<file path="config.mk">
export PLATFORM = sky130hd
export DESIGN_NAME = morse_tap_timer
export DESIGN_NICKNAME = d
export VERILOG_FILES = /design/src/rtl/morse_tap_timer_pkg.sv /design/src/rtl/morse_tap_timer_tick_debounce.sv /design/src/rtl/morse_tap_timer.sv
export SDC_FILE = /design/constraint.sdc
export NUM_CORES = 1
export LEC_CHECK = 0
export BUFFER_PORTS_ARGS = -buffer_cell sky130_fd_sc_hd__buf_4
export CELL_PAD_IN_SITES_DETAIL_PLACEMENT = 0
export CELL_PAD_IN_SITES_GLOBAL_PLACEMENT = 2
export CORE_AREA = 2 2 106 108
export DETAILED_ROUTE_END_ITERATION = 12
export DIE_AREA = 0 0 108 110
export PLACE_DENSITY = 0.81
export SLEW_MARGIN = 20
export SYNTH_ARGS = -nofsm -noshare
export SYNTH_HDL_FRONTEND = slang
export SYNTH_SLANG_ARGS = --single-unit
export TNS_END_PERCENT = 20
</file>
<file path="constraint.sdc">
create_clock -name cclk -period 2.8 [get_ports cclk]
set_input_delay 0.56 -clock cclk [delete_from_list [all_inputs] [get_ports cclk]]
set_output_delay 0.56 -clock cclk [all_outputs]
set_load 0.01 [all_outputs]
</file>
<file path="src/rtl/morse_tap_timer_pkg.sv">
// Shared types and constants for the Morse tap timer: FSM states, element
// values, letter sizing and default timing (also used by the decoder side).
package morse_tap_timer_pkg;

  typedef enum logic [1:0] {
    ST_IDLE  = 2'd0,
    ST_PRESS = 2'd1,
    ST_GAP   = 2'd2
  } tap_state_e;

  localparam logic SYM_DOT  = 1'b0;
  localparam logic SYM_DASH = 1'b1;

  localparam int MAX_LEN = 5;
  localparam int LEN_W   = 3;
  localparam int CNT_W   = 12;

  localparam int DEF_TICK_DIV       = 100_000;
  localparam int DEF_DEBOUNCE_TICKS = 10;
  localparam int DEF_DOT_MAX_TICKS  = 200;
  localparam int DEF_LETTER_GAP     = 400;
  localparam int DEF_WORD_GAP       = 1000;

  // Complete control state of the timer; probes bind to this one register.
  typedef struct packed {
    tap_state_e         state;
    logic [LEN_W-1:0]   len;
    logic [MAX_LEN-1:0] elems;
    logic [CNT_W-1:0]   dur;
    logic [CNT_W-1:0]   gap;
  } tap_ctl_t;

  function automatic logic [CNT_W-1:0] sat_inc(input logic [CNT_W-1:0] v);
    return (&v) ? v : v + CNT_W'(1);
  endfunction

endpackage

</file>
<file path="src/rtl/morse_tap_timer_tick_debounce.sv">
// Two-flop synchroniser followed by a tick-based stability filter: the output
// follows the input only after DEBOUNCE_TICKS consecutive ticks of disagreement.
module morse_tap_timer_tick_debounce
  import morse_tap_timer_pkg::*;
#(
  parameter int DEBOUNCE_TICKS = DEF_DEBOUNCE_TICKS
) (
  input  logic cclk,
  input  logic rstb,
  input  logic tick,
  input  logic din,
  output logic dout
);

  localparam int DW = (DEBOUNCE_TICKS > 1) ? $clog2(DEBOUNCE_TICKS) : 1;
  localparam logic [DW-1:0] LAST = DW'(DEBOUNCE_TICKS - 1);

  logic [1:0]    sync_q;
  logic [DW-1:0] stable_cnt;

  always_ff @(posedge cclk) begin
    if (!rstb) begin
      sync_q     <= 2'b00;
      stable_cnt <= '0;
      dout       <= 1'b0;
    end else begin
      sync_q <= {sync_q[0], din};
      // Any cycle of re-agreement restarts the count, so short bounces vanish.
      if (sync_q[1] == dout) begin
        stable_cnt <= '0;
      end else if (tick) begin
        if (stable_cnt == LAST) begin
          dout       <= sync_q[1];
          stable_cnt <= '0;
        end else begin
          stable_cnt <= stable_cnt + DW'(1);
        end
      end
    end
  end

endmodule

</file>
<file path="src/rtl/morse_tap_timer.sv">
// Turns a bouncy touch level into timed Morse events: per-element dot/dash,
// letter-complete after a letter gap, and a word boundary after a longer gap.
module morse_tap_timer
  import morse_tap_timer_pkg::*;
#(
  parameter int TICK_DIV       = DEF_TICK_DIV,
  parameter int DEBOUNCE_TICKS = DEF_DEBOUNCE_TICKS,
  parameter int DOT_MAX_TICKS  = DEF_DOT_MAX_TICKS,
  parameter int LETTER_GAP     = DEF_LETTER_GAP,
  parameter int WORD_GAP       = DEF_WORD_GAP
) (
  input  logic               cclk,
  input  logic               rstb,
  input  logic               key_raw,
  output logic               sym_valid,
  output logic               sym,
  output logic               letter_valid,
  output logic [MAX_LEN-1:0] letter_bits,
  output logic [LEN_W-1:0]   letter_len,
  output logic               word_gap,
  output logic               overflow,
  output logic               key_clean
);

  localparam int PRE_W = (TICK_DIV > 1) ? $clog2(TICK_DIV) : 1;
  localparam logic [PRE_W-1:0] PRE_LAST  = PRE_W'(TICK_DIV - 1);
  localparam logic [CNT_W-1:0] DOT_MAX_T = CNT_W'(DOT_MAX_TICKS);
  localparam logic [CNT_W-1:0] LETTER_T  = CNT_W'(LETTER_GAP);
  localparam logic [CNT_W-1:0] WORD_T    = CNT_W'(WORD_GAP);
  localparam logic [LEN_W-1:0] MAX_LEN_T = LEN_W'(MAX_LEN);
  localparam tap_ctl_t CTL_RESET = '{state: ST_IDLE, len: '0, elems: '0, dur: '0, gap: '0};

  logic [PRE_W-1:0] pre_q;
  logic             tick;
  logic             key_q;
  logic             press;
  logic             release_e;
  logic [CNT_W-1:0] gap_inc;

  tap_ctl_t           ctl_q, ctl_d;
  logic               sym_valid_d, sym_d, letter_valid_d, word_gap_d, overflow_d;
  logic [MAX_LEN-1:0] letter_bits_d;
  logic [LEN_W-1:0]   letter_len_d;

  assign tick = (pre_q == PRE_LAST);

  always_ff @(posedge cclk) begin
    if (!rstb) begin
      pre_q <= '0;
    end else begin
      pre_q <= tick ? '0 : pre_q + PRE_W'(1);
    end
  end

  morse_tap_timer_tick_debounce #(
    .DEBOUNCE_TICKS(DEBOUNCE_TICKS)
  ) u_debounce (
    .cclk (cclk),
    .rstb (rstb),
    .tick (tick),
    .din  (key_raw),
    .dout (key_clean)
  );

  assign press     = key_clean & ~key_q;
  assign release_e = ~key_clean & key_q;
  assign gap_inc   = sat_inc(ctl_q.gap);

  always_comb begin
    ctl_d          = ctl_q;
    sym_valid_d    = 1'b0;
    sym_d          = sym;
    letter_valid_d = 1'b0;
    letter_bits_d  = letter_bits;
    letter_len_d   = letter_len;
    word_gap_d     = 1'b0;
    overflow_d     = 1'b0;
    unique case (ctl_q.state)
      ST_IDLE: begin
        if (press) begin
          ctl_d.state = ST_PRESS;
          ctl_d.dur   = '0;
        end
      end
      ST_PRESS: begin
        if (release_e) begin
          sym_valid_d = 1'b1;
          sym_d       = (ctl_q.dur > DOT_MAX_T) ? SYM_DASH : SYM_DOT;
          if (ctl_q.len < MAX_LEN_T) begin
            ctl_d.elems[ctl_q.len] = sym_d;
            ctl_d.len              = ctl_q.len + LEN_W'(1);
          end else begin
            overflow_d = 1'b1;
          end
          ctl_d.state = ST_GAP;
          ctl_d.gap   = '0;
        end else if (tick) begin
          ctl_d.dur = sat_inc(ctl_q.dur);
        end
      end
      ST_GAP: begin
        if (tick) begin
          ctl_d.gap = gap_inc;
          if (gap_inc == LETTER_T && ctl_q.len != '0) begin
            letter_valid_d = 1'b1;
            letter_bits_d  = ctl_q.elems;
            letter_len_d   = ctl_q.len;
            ctl_d.elems    = '0;
            ctl_d.len      = '0;
          end
          if (gap_inc == WORD_T) begin
            word_gap_d  = 1'b1;
            ctl_d.state = ST_IDLE;
          end
        end
        // A press overrides the gap; a letter closing this cycle is still emitted.
        if (press) begin
          ctl_d.state = ST_PRESS;
          ctl_d.dur   = '0;
        end
      end
      default: ctl_d = CTL_RESET;
    endcase
  end

  always_ff @(posedge cclk) begin
    if (!rstb) begin
      ctl_q        <= CTL_RESET;
      key_q        <= 1'b0;
      sym_valid    <= 1'b0;
      sym          <= 1'b0;
      letter_valid <= 1'b0;
      letter_bits  <= '0;
      letter_len   <= '0;
      word_gap     <= 1'b0;
      overflow     <= 1'b0;
    end else begin
      ctl_q        <= ctl_d;
      key_q        <= key_clean;
      sym_valid    <= sym_valid_d;
      sym          <= sym_d;
      letter_valid <= letter_valid_d;
      letter_bits  <= letter_bits_d;
      letter_len   <= letter_len_d;
      word_gap     <= word_gap_d;
      overflow     <= overflow_d;
    end
  end

endmodule
</file>
==> results of run 1 <==
worst max-delay path: stages (launching register included):
cell and delay [ns]:
dfxtp_1 0.37, nor4b_1 0.46, nand4_1 0.32, or4_1 0.59, nor3b_2 0.42, o32ai_1 0.15
flip-flops by register name, indices dropped and copies added (netlist names), 2 cells and up:
| register | flops |
|---|---|
| letter_bits | 5 |
| u_debounce.sync_q | 2 |
| letter_len | 3 |
| pre_q | 17 |
| u_debounce.stable_cnt | 4 |
| ctl_q | 34 |
layer usage:
layer / vias to the layer above / part of all wire [%]
li1: 1605 / -
met2: 39 / 46
met3: 8 / 3.4
met4: 0 / 1.1
met1: 1486 / 50
met5: - / 0
area by class of cell:
| type | instances | area, sq um | share of cell area (%) |
|---|---|---|---|
| inverter | 12 | 45.0 | 1.09 |
| tap | 140 | 175 | 4.25 |
| clock buffer | 9 | 124 | 3.01 |
| sequential | 72 | 1440 | 35.0 |
| timing repair buffer | 20 | 150 | 3.65 |
| clock inverter | 7 | 95.1 | 2.31 |
| multi-input combinational | 340 | 2090 | 50.7 |
cell usage after synthesis, types with 3 or more instances:
master and count:
a21o_1 4, a21oi_1 18, a22o_1 3, a22oi_1 4, a31oi_1 7, and2_1 3, and3_1 13, and4_1 4
buf_2 5, clkbuf_1 17, dfxtp_1 72, ha_1 6, inv_1 12, mux2i_1 10, nand2_1 49, nand2b_1 4
nand3_1 18, nand4_1 10, nor2_1 57, nor2b_1 9, nor3_1 16, nor3b_1 3, nor4b_1 4, o211ai_1 4
o21a_1 3, o21ai_0 22, o31ai_1 4, or3_1 3, xnor2_1 7, xor2_1 23
cell families after synthesis:
kind of cell | synth area share, %
xor gates and xnor gates | 7.15
and+or+nand+nor | 30.0
AOI/OAI and AO/OA | 14.9
muxes | 2.72
buffers and inverters | 3.95
DFF | 39.2
adders and majority gates | 2.04
through the flow:
stage	util [%]	cells
after global placement	36.4	584
after CTS	38.5	600
after global routing	38.5	600
after detailed placement	36.4	584
final	38.5	600
after floorplan	-	447
report_power, final:
part	internal, mW	switching [mW]	leakage [nW]	total, mW
Combinational	0.00916	0.0241	0.829	0.0333
Sequential	1.03	0.00369	0.581	1.03
Clock	0.503	0.425	0.110	0.929
worst max path at each step:
stage | endpoint | slack [ns] | cells past startpoint
2_1_floorplan | letter_len[0] | 0.67 | 8
3_3_place_gp | ctl_q[25] | 0.37 | 5
3_5_place_dp | ctl_q[25] | 0.34 | 5
4_1_cts | ctl_q[25] | 0.33 | 5
5_1_grt | ctl_q[25] | 0.18 | 5
6_report | ctl_q[25] | 0.35 | 5
==> metrics.md, run 1 <==
| Metric | Value |
|---|---|
| Worst Path Class, Setup | `reg2reg` |
| Maximum clock rate | `around 410 MHz` |
| Register-to-register setup slack | `~0.35 ns` |
| TritonCTS buffer count | `9` |
| Period utilisation layout | `87.4%` |
| Worst vdd ir | `between 0.2 and 0.3 mV` |
| Post-synthesis cell area | `0.00367 sq mm` |
| Post-synth top flop | `dfxtp_1` |
| DP Area | `around 0.0039 sq mm` |
| Setup crit start | `pre_q[6]` |
| CTS tree | `built` |
| Total negative setup slack | `0 ns` |
| M1 GR Usage | `a little over a fifth` |
| Layout area overhead | `12.1%` |
| Post-Syn Nets | `around 460` |
| Initial antenna violation count | `0` |
| Grt ovf | `0` |
| # fillers | `1,155` |
| R2R Path Start | `pre_q[6]` |
| Cell taking the most area after synthesis | `dfxtp_1` |
| DRC viols | `0` |
| HP Start | `key_raw` |
| Vias in the first global route | `about 3,000` |
| RR Endpoint | `ctl_q[25]` |
| WL/cell | `around 15 um` |
| Clock transition at path regs | `approximately 0.080 ns` |
| DR iter-0 viols | `roughly 130` |
| Clock sink total | `72` |
| Synth async-reset ratio | `0%` |
| Port bufs | `16` |
| Gp weighted congestion | `0.833` |
| Worst-margin pin slew | `~0.64 ns` |
| Core footprint | `between 0.01 and 0.015 sq mm` |
| Clock Path Buffers | `2` |
| Met3 GRT Util | `roughly 3.0%` |
| Min-delay worst type | `in2reg` |
| Unrepaired setup endpoints after global routing | `false` |
| Status | `completed` |
| Hold slack | `roughly 0.42 ns` |
| Power Total | `~2 mW` |
| Initial core utilization | `between 30% and 40%` |
| Largest cells by area after synthesis | `dfxtp_1 39%, nor2_1 5.8%, xor2_1 5.5%` |
| First-pass GRT wire length | `roughly 15,000 um` |
| Clock Skew | `approximately 0.016 ns` |
| Vias per inst | `5.23` |
| Hold-fix buffers at CTS | `0` |
| Worst rel slew slack | `a little under three fifths` |
| Worst-path fanout max | `6` |
| GRT Total Usage | `15.6%` |
| Startpoint types | `flip-flop` |
| Synth Warn # | `0` |
| Post-Syn Instances | `between 400 and 500` |
| Register area share after synthesis | `a little under 40%` |
| Largest net degree at the start of global routing | `38` |
| HPWL Detailed | `about 6100 um` |
| Reg2reg path depth | `5` |
| First-pass DRT Iterations | `4` |
| Die width | `108 um` |
| Final Slew Violations | `0` |
| Vias | `approximately 3,100` |
| Endpoints failing setup | `0` |
| Crit path arrival time | `approximately 2.7 ns` |
| Final nets | `464` |
| Post-synth cell types | `56` |
| Commonest non-fill, non-tap cell in the layout | `dfxtp_1` |
| Share of the synthesized area in the top cell type | `slightly below 40%` |
| Layout cells sized above 1 | `roughly a tenth` |
| Root Buffer | `clkbuf_8` |
| # H-tree levels | `3` |
| Number of flops mapped to enable cells by yosys | `0` |
| Hold Path End | `u_debounce.sync_q[0]` |
| Dpl ws | `~0.34 ns` |
| Die height | `110 um` |
| Die ar. | `~0.012 sq mm` |
| Fin crit period | `2.45 ns` |
| Commonest non-fill, non-tap cells in the layout | `72 x dfxtp_1, 57 x nor2_1, 49 x nand2_1` |
| WL final | `approximately 8800 um` |
| Met2 usage | `between 20 and 30%` |
| Final non-filler cell area | `a little over 0.004 sq mm` |
| Post-route worst setup slack | `0.352 ns` |
| # rows | `38` |
| Clock latency at the later pin of the worst-skew pair | `0.35 ns` |
| N_diodes | `0` |
| Setup bufs post-CTS | `0` |
| Cell Pwr Density | `approximately 480 mW/mm^2` |
| Leakage Power | `around 1.5 nW` |
| ANT nets after route | `0` |
| WHS Path Cells | `2` |
| Synthesized area per cell | `around 8 sq um` |
| Critical path required time | `3.01 ns` |
| FF+latch count, synth | `about 70` |
| PostCTS Resize Cnt | `0` |
| Busiest layer in global routing | `met2` |
| Final hold vios | `0` |
| Max_cap viols | `0` |
| CP Capture Type | `flip-flop` |
| IO Pins | `17` |
Power figures use the tool's default switching activity.
==> run 2, diff against run 1 <==
Clock period 2.8 ns to 2.5 ns, I/O delays scaled along.
==> run 2 against run 1 <==
Effect of this change:
- wire length up 1.3%
- core utilization grew 0.94 points
- critical path depth is 3 higher
- global-route usage increased by 0.48 points
- non-clock buffer count grew 15
- die area did not move
==> metrics.md, run 2 (synthesis results as in run 1) <==
| Metric | Value |
|---|---|
| Hold Path End | `u_debounce.sync_q[0]` |
| Hold-fix buffers at CTS | `0` |
| DR iter-0 viols | `roughly 160` |
| Layout area overhead | `14.8%` |
| Top flop regs | `ctl_q x34, pre_q x17, letter_bits x5` |
| Min-delay worst type | `in2reg` |
| Total negative setup slack | `0 ns` |
| N_diodes | `0` |
| Port bufs | `16` |
| First-pass GRT wire length | `14,900 um` |
| Endpoints failing setup | `0` |
| TritonCTS buffer count | `9` |
| CP Capture Type | `flip-flop` |
| Commonest non-fill, non-tap cells in the layout | `72 x dfxtp_1, 57 x nor2_1, 49 x nand2_1` |
| Largest net degree at the start of global routing | `25` |
| Leakage Power | `around 1.6 nW` |
| Clock transition at path regs | `around 0.080 ns` |
| Most flop-heavy register | `ctl_q` |
| Die height | `roughly 110 um` |
| Max reg flops | `34` |
| Initial core utilization | `34.3%` |
| Initial antenna violation count | `0` |
| Worst-margin pin slew | `roughly 0.61 ns` |
| Layout cells sized above 1 | `~13%` |
| Die width | `between 100 and 150 um` |
| Clock sink total | `72` |
| Cell Pwr Density | `between 400 and 500 mW/mm^2` |
| Final nets | `~480` |
| Vias | `between 3,000 and 4,000` |
| Crit path arrival time | `2.63 ns` |
| Commonest non-fill, non-tap cell in the layout | `dfxtp_1` |
| Root Buffer | `clkbuf_8` |
| Max_cap viols | `0` |
| Unrepaired setup endpoints after global routing | `false` |
| Worst rel slew slack | `59.1%` |
| Startpoint types | `flip-flop` |
| HP Start | `key_raw` |
| Fin crit period | `approximately 2.3 ns` |
| Clock Skew | `between 0.007 and 0.008 ns` |
| WHS Path Cells | `2` |
| First-pass DRT Iterations | `5` |
| Die ar. | `~0.012 sq mm` |
| # rows | `38` |
| DRC viols | `0` |
| Final Slew Violations | `0` |
| Clock latency at the later pin of the worst-skew pair | `about 0.36 ns` |
| Register-to-register setup slack | `between 0.15 and 0.2 ns` |
| Finished Layout Cells | `roughly 600` |
| Reg2reg path depth | `8` |
| Worst-path fanout max | `8` |
| HPWL Detailed | `about 6300 um` |
| Vias per inst | `5.22` |
| IO Pins | `17` |
| WL/cell | `14.4 um` |
| WL final | `just under 9000 um` |
| Vias in the first global route | `about 3,000` |
| Period utilisation layout | `around 93%` |
| Critical path required time | `~2.8 ns` |
| R2R Path Start | `ctl_q[1]` |
| Status | `completed` |
| Clock Path Buffers | `2` |
| Maximum clock rate | `~430 MHz` |
| ANT nets after route | `0` |
| Grt ovf | `0` |
| Core footprint | `0.0107 sq mm` |
| Placed instance count | `about 600` |
| RR Endpoint | `letter_bits[4]` |
| Worst vdd ir | `0.329 mV` |
| Final hold vios | `0` |
| Worst Path Class, Setup | `reg2reg` |
| CTS tree | `built` |
| GRT Total Usage | `~16%` |
| Gp weighted congestion | `0.817` |
| # H-tree levels | `3` |
## run 2: cell type report
cell class | count | area [sq um]
fill | 1100 | 6480
multi-input combinational | 340 | 2110
sequential | 72 | 1440
timing repair buffer | 35 | 263
tap | 140 | 175
clock buffer | 10 | 128
clock inverter | 6 | 60.1
inverter | 12 | 45.0
## run 2: routing by layer
metal | track usage [%] | routed length, um
met1 | 21.6 | 4410
met2 | 25.1 | 3950
met3 | 2.82 | 341
met4 | 7.60 | 167
met5 | 0 | 0
## run 2: timing repair
item | 4_1_cts | 5_1_grt
gates resized for setup | 0 | 4
buffers inserted | 0 | 1
endpoints found under the setup margin | 0 | 15
## run 2: critical path, stage by stage (launching register included)
cell and delay (ns):
dfxtp_1 0.42, ha_2 0.26, nand3_4 0.17, nor2_8 0.20
xnor2_1 0.12, or4b_1 0.53, nor3b_2 0.16, buf_4 0.22
mux2i_1 0.20
## run 2: worst max-delay path by stage
stage / from / depth (start not counted) / slack (ns) / endpoint
floorplan: ctl_q[0] / 8 / 0.37 / letter_len[0]
global placement: ctl_q[1] / 7 / 0.21 / ctl_q[33]
detailed placement: ctl_q[1] / 7 / 0.11 / ctl_q[33]
CTS: ctl_q[1] / 7 / 0.08 / ctl_q[33]
global route: pre_q[0] / 7 / 0.01 / letter_bits[3]
finish: ctl_q[1] / 8 / 0.17 / letter_bits[4]
## run 2: stage by stage
stage	util (%)	instance area [sq um]	setup WS, ns	hold slack, ns	power [mW]
floorplan	-	3670	0.373	0.412	1.21
global placement	37.4	4000	0.209	0.423	1.22
detailed placement	37.4	4000	0.105	0.423	1.22
CTS	39.2	4190	0.0825	0.344	2.13
global route	39.4	4220	0.00952	0.346	2.19
finish	39.4	4220	0.167	0.353	2.11
## run 2: where the power goes
part           internal (mW)  total (mW)  switching, mW
clock network          0.455       0.914          0.458
logic                 0.0112      0.0380         0.0268
registers               1.15        1.16        0.00412
total                   1.62        2.11          0.489
==> run 3, diff against run 2 <==
Clock period 2.5 ns to 2.56 ns, I/O delays scaled along.
==> run 3 against run 2 <==
Effect of this change:
- total power shrank 4.2%
- hold slack improved by 0.017 ns
- core utilization is 0.29 points lower
- clock skew increased by 0.0015 ns
- sequential power hardly changed
- sequential cell count unchanged
- critical path type unchanged
==> metrics.md, run 3 (synthesis results as in run 1) <==
| Metric | Value |
|---|---|
| Clock sink total | `between 70 and 80` |
| Grt ovf | `0` |
| Internal power | `1.57 mW` |
| Crit path arrival time | `2.62 ns` |
| Clock Skew | `about 0.009 ns` |
| Max reg flops | `34` |
| Die width | `between 100 and 150 um` |
| # fillers | `approximately 1,100` |
| Gp weighted congestion | `0.817` |
| Hold-fix buffers at CTS | `0` |
| ANT nets after route | `0` |
| Most flop-heavy register | `ctl_q` |
| Status | `completed` |
| Initial antenna violation count | `0` |
| Cell Pwr Density | `slightly below 500 mW/mm^2` |
| Vias | `roughly 3,200` |
| WL/cell | `between 10 and 15 um` |
| # H-tree levels | `3` |
| TritonCTS buffer count | `9` |
| Layout cells sized above 1 | `12.3%` |
| Largest net degree at the start of global routing | `23` |
| GRT Total Usage | `roughly 16%` |
| Maximum clock rate | `426 MHz` |
| CP Capture Type | `flip-flop` |
| Worst vdd ir | `approximately 0.22 mV` |
| Vias per inst | `approximately 5.2` |
| Clock Path Buffers | `2` |
| First-pass GRT wire length | `15,000 um` |
| DRC viols | `0` |
| Fin crit period | `about 2.4 ns` |
| Core footprint | `approximately 0.011 sq mm` |
| Critical Path Max Stage Delay | `about 0.48 ns` |
| Layout area overhead | `14.0%` |
| DR iter-0 viols | `130` |
| Port bufs | `16` |
| IO Pins | `17` |
| Clk pwr share | `42.3%` |
| CP Cell Sequence | `ha_2 > nand3_4 > nor4_2 > mux2i_2 > nor3b_2 > buf_4 > o32ai_1` |
| P_sw | `~0.45 mW` |
| First-pass DRT Iterations | `4` |
| CTS tree | `built` |
| Worst Path Class, Setup | `reg2reg` |
| N_diodes | `0` |
| Comb power frac | `1.9%` |
| Die height | `approximately 110 um` |
| Die ar. | `roughly 0.012 sq mm` |
| Final Slew Violations | `0` |
| Final nets | `475` |
| Worst-margin pin slew | `0.634 ns` |
| Utilization after layout | `39.1%` |
| Unrepaired setup endpoints after global routing | `false` |
| HPWL Detailed | `between 6000 and 7000 um` |
| Total negative setup slack | `0 ns` |
| Endpoints failing setup | `0` |
| WL final | `8840 um` |
| Vias in the first global route | `between 3,000 and 4,000` |
| Root Buffer | `clkbuf_8` |
| Initial core utilization | `between 30% and 40%` |
| Commonest non-fill, non-tap cell in the layout | `dfxtp_1` |
| Max_cap viols | `0` |
| Commonest non-fill, non-tap cells in the layout | `71 x dfxtp_1, 57 x nor2_1, 49 x nand2_1` |
| # rows | `38` |
| Clock latency at the later pin of the worst-skew pair | `roughly 0.36 ns` |
| Min-delay worst type | `in2reg` |
| Leakage Power | `~1.6 nW` |
| Worst rel slew slack | `~58%` |
| Slowest CP cell | `nor4_2` |
| Reg power frac | `between 50 and 60%` |
| Worst-path fanout max | `8` |
| Clock transition at path regs | `0.08 ns` |
| Critical path required time | `~2.8 ns` |
| Startpoint types | `flip-flop` |
| Switching portion of total power | `22.5%` |
| Period utilisation layout | `slightly above 90%` |
| Top flop regs | `ctl_q x34, pre_q x17, letter_bits x5` |
| Final hold vios | `0` |
-- run 3: per-stage QoR --
step	area (sq um)	worst slack, ns	total power [mW]	std cells	hold WS, ns
CTS	4160	0.0514	2.05	610	0.358
detailed placement	3970	0.0763	1.19	594	0.431
global placement	3970	0.237	1.19	594	0.423
global route	4190	0.00702	2.10	611	0.360
finish	4190	0.210	2.02	611	0.371
floorplan	3670	0.433	1.18	447	0.412
-- run 3: layout make-up --
| cell class | count | area (sq um) | share of cell area [%] |
|---|---|---|---|
| multi-input combinational | 340 | 2110 | 50.3 |
| sequential | 72 | 1440 | 34.5 |
| timing repair buffer | 31 | 233 | 5.56 |
| tap | 140 | 175 | 4.18 |
| clock buffer | 14 | 173 | 4.12 |
| inverter | 12 | 45.0 | 1.08 |
| clock inverter | 2 | 12.5 | 0.299 |
-- run 3: path summary, 6_finish.rpt --
path,startpoint,end,slack (ns),cells past startpoint
max,ctl_q[1],ctl_q[25],0.21,7
min,key_raw,u_debounce.sync_q[0],0.37,2
max reg2reg,ctl_q[1],ctl_q[25],0.21,7
min reg2reg,u_debounce.sync_q[0],u_debounce.sync_q[1],0.44,1
-- run 3: per-layer routing --
metal	global-route usage (%)	vias to the layer above	part of all wire (%)	routed length [um]
li1	-	1623	-	-
met1	21.6	1478	50	4430
met2	25.7	65	44	3920
met3	2.53	16	3.5	306
met4	7.42	0	2.2	192
met5	0	-	0	0
-- run 3: power groups by stage --
stage | registers (mW) | clock network (mW) | logic [mW]
floorplan | 1.15 | 0 | 0.0263
global placement | 1.15 | 0 | 0.0382
detailed placement | 1.15 | 0 | 0.0379
CTS | 1.13 | 0.888 | 0.0381
global route | 1.13 | 0.933 | 0.0423
finish | 1.13 | 0.854 | 0.0375
-- run 3: critical path: cells and delay by family, from the launching register on --
family                     cells  cell delay [ns]
DFF                            1             0.41
muxes                          1             0.42
buffers and inverters          1             0.18
and+or+nand+nor                3             0.74
adders and majority gates      1             0.26
AOI/OAI and AO/OA              1             0.26
-- run 3: repair_timing --
action | CTS | global route
gates resized for setup | 0 | 6
buffers inserted | 0 | 1
setup endpoints to repair | 0 | 13
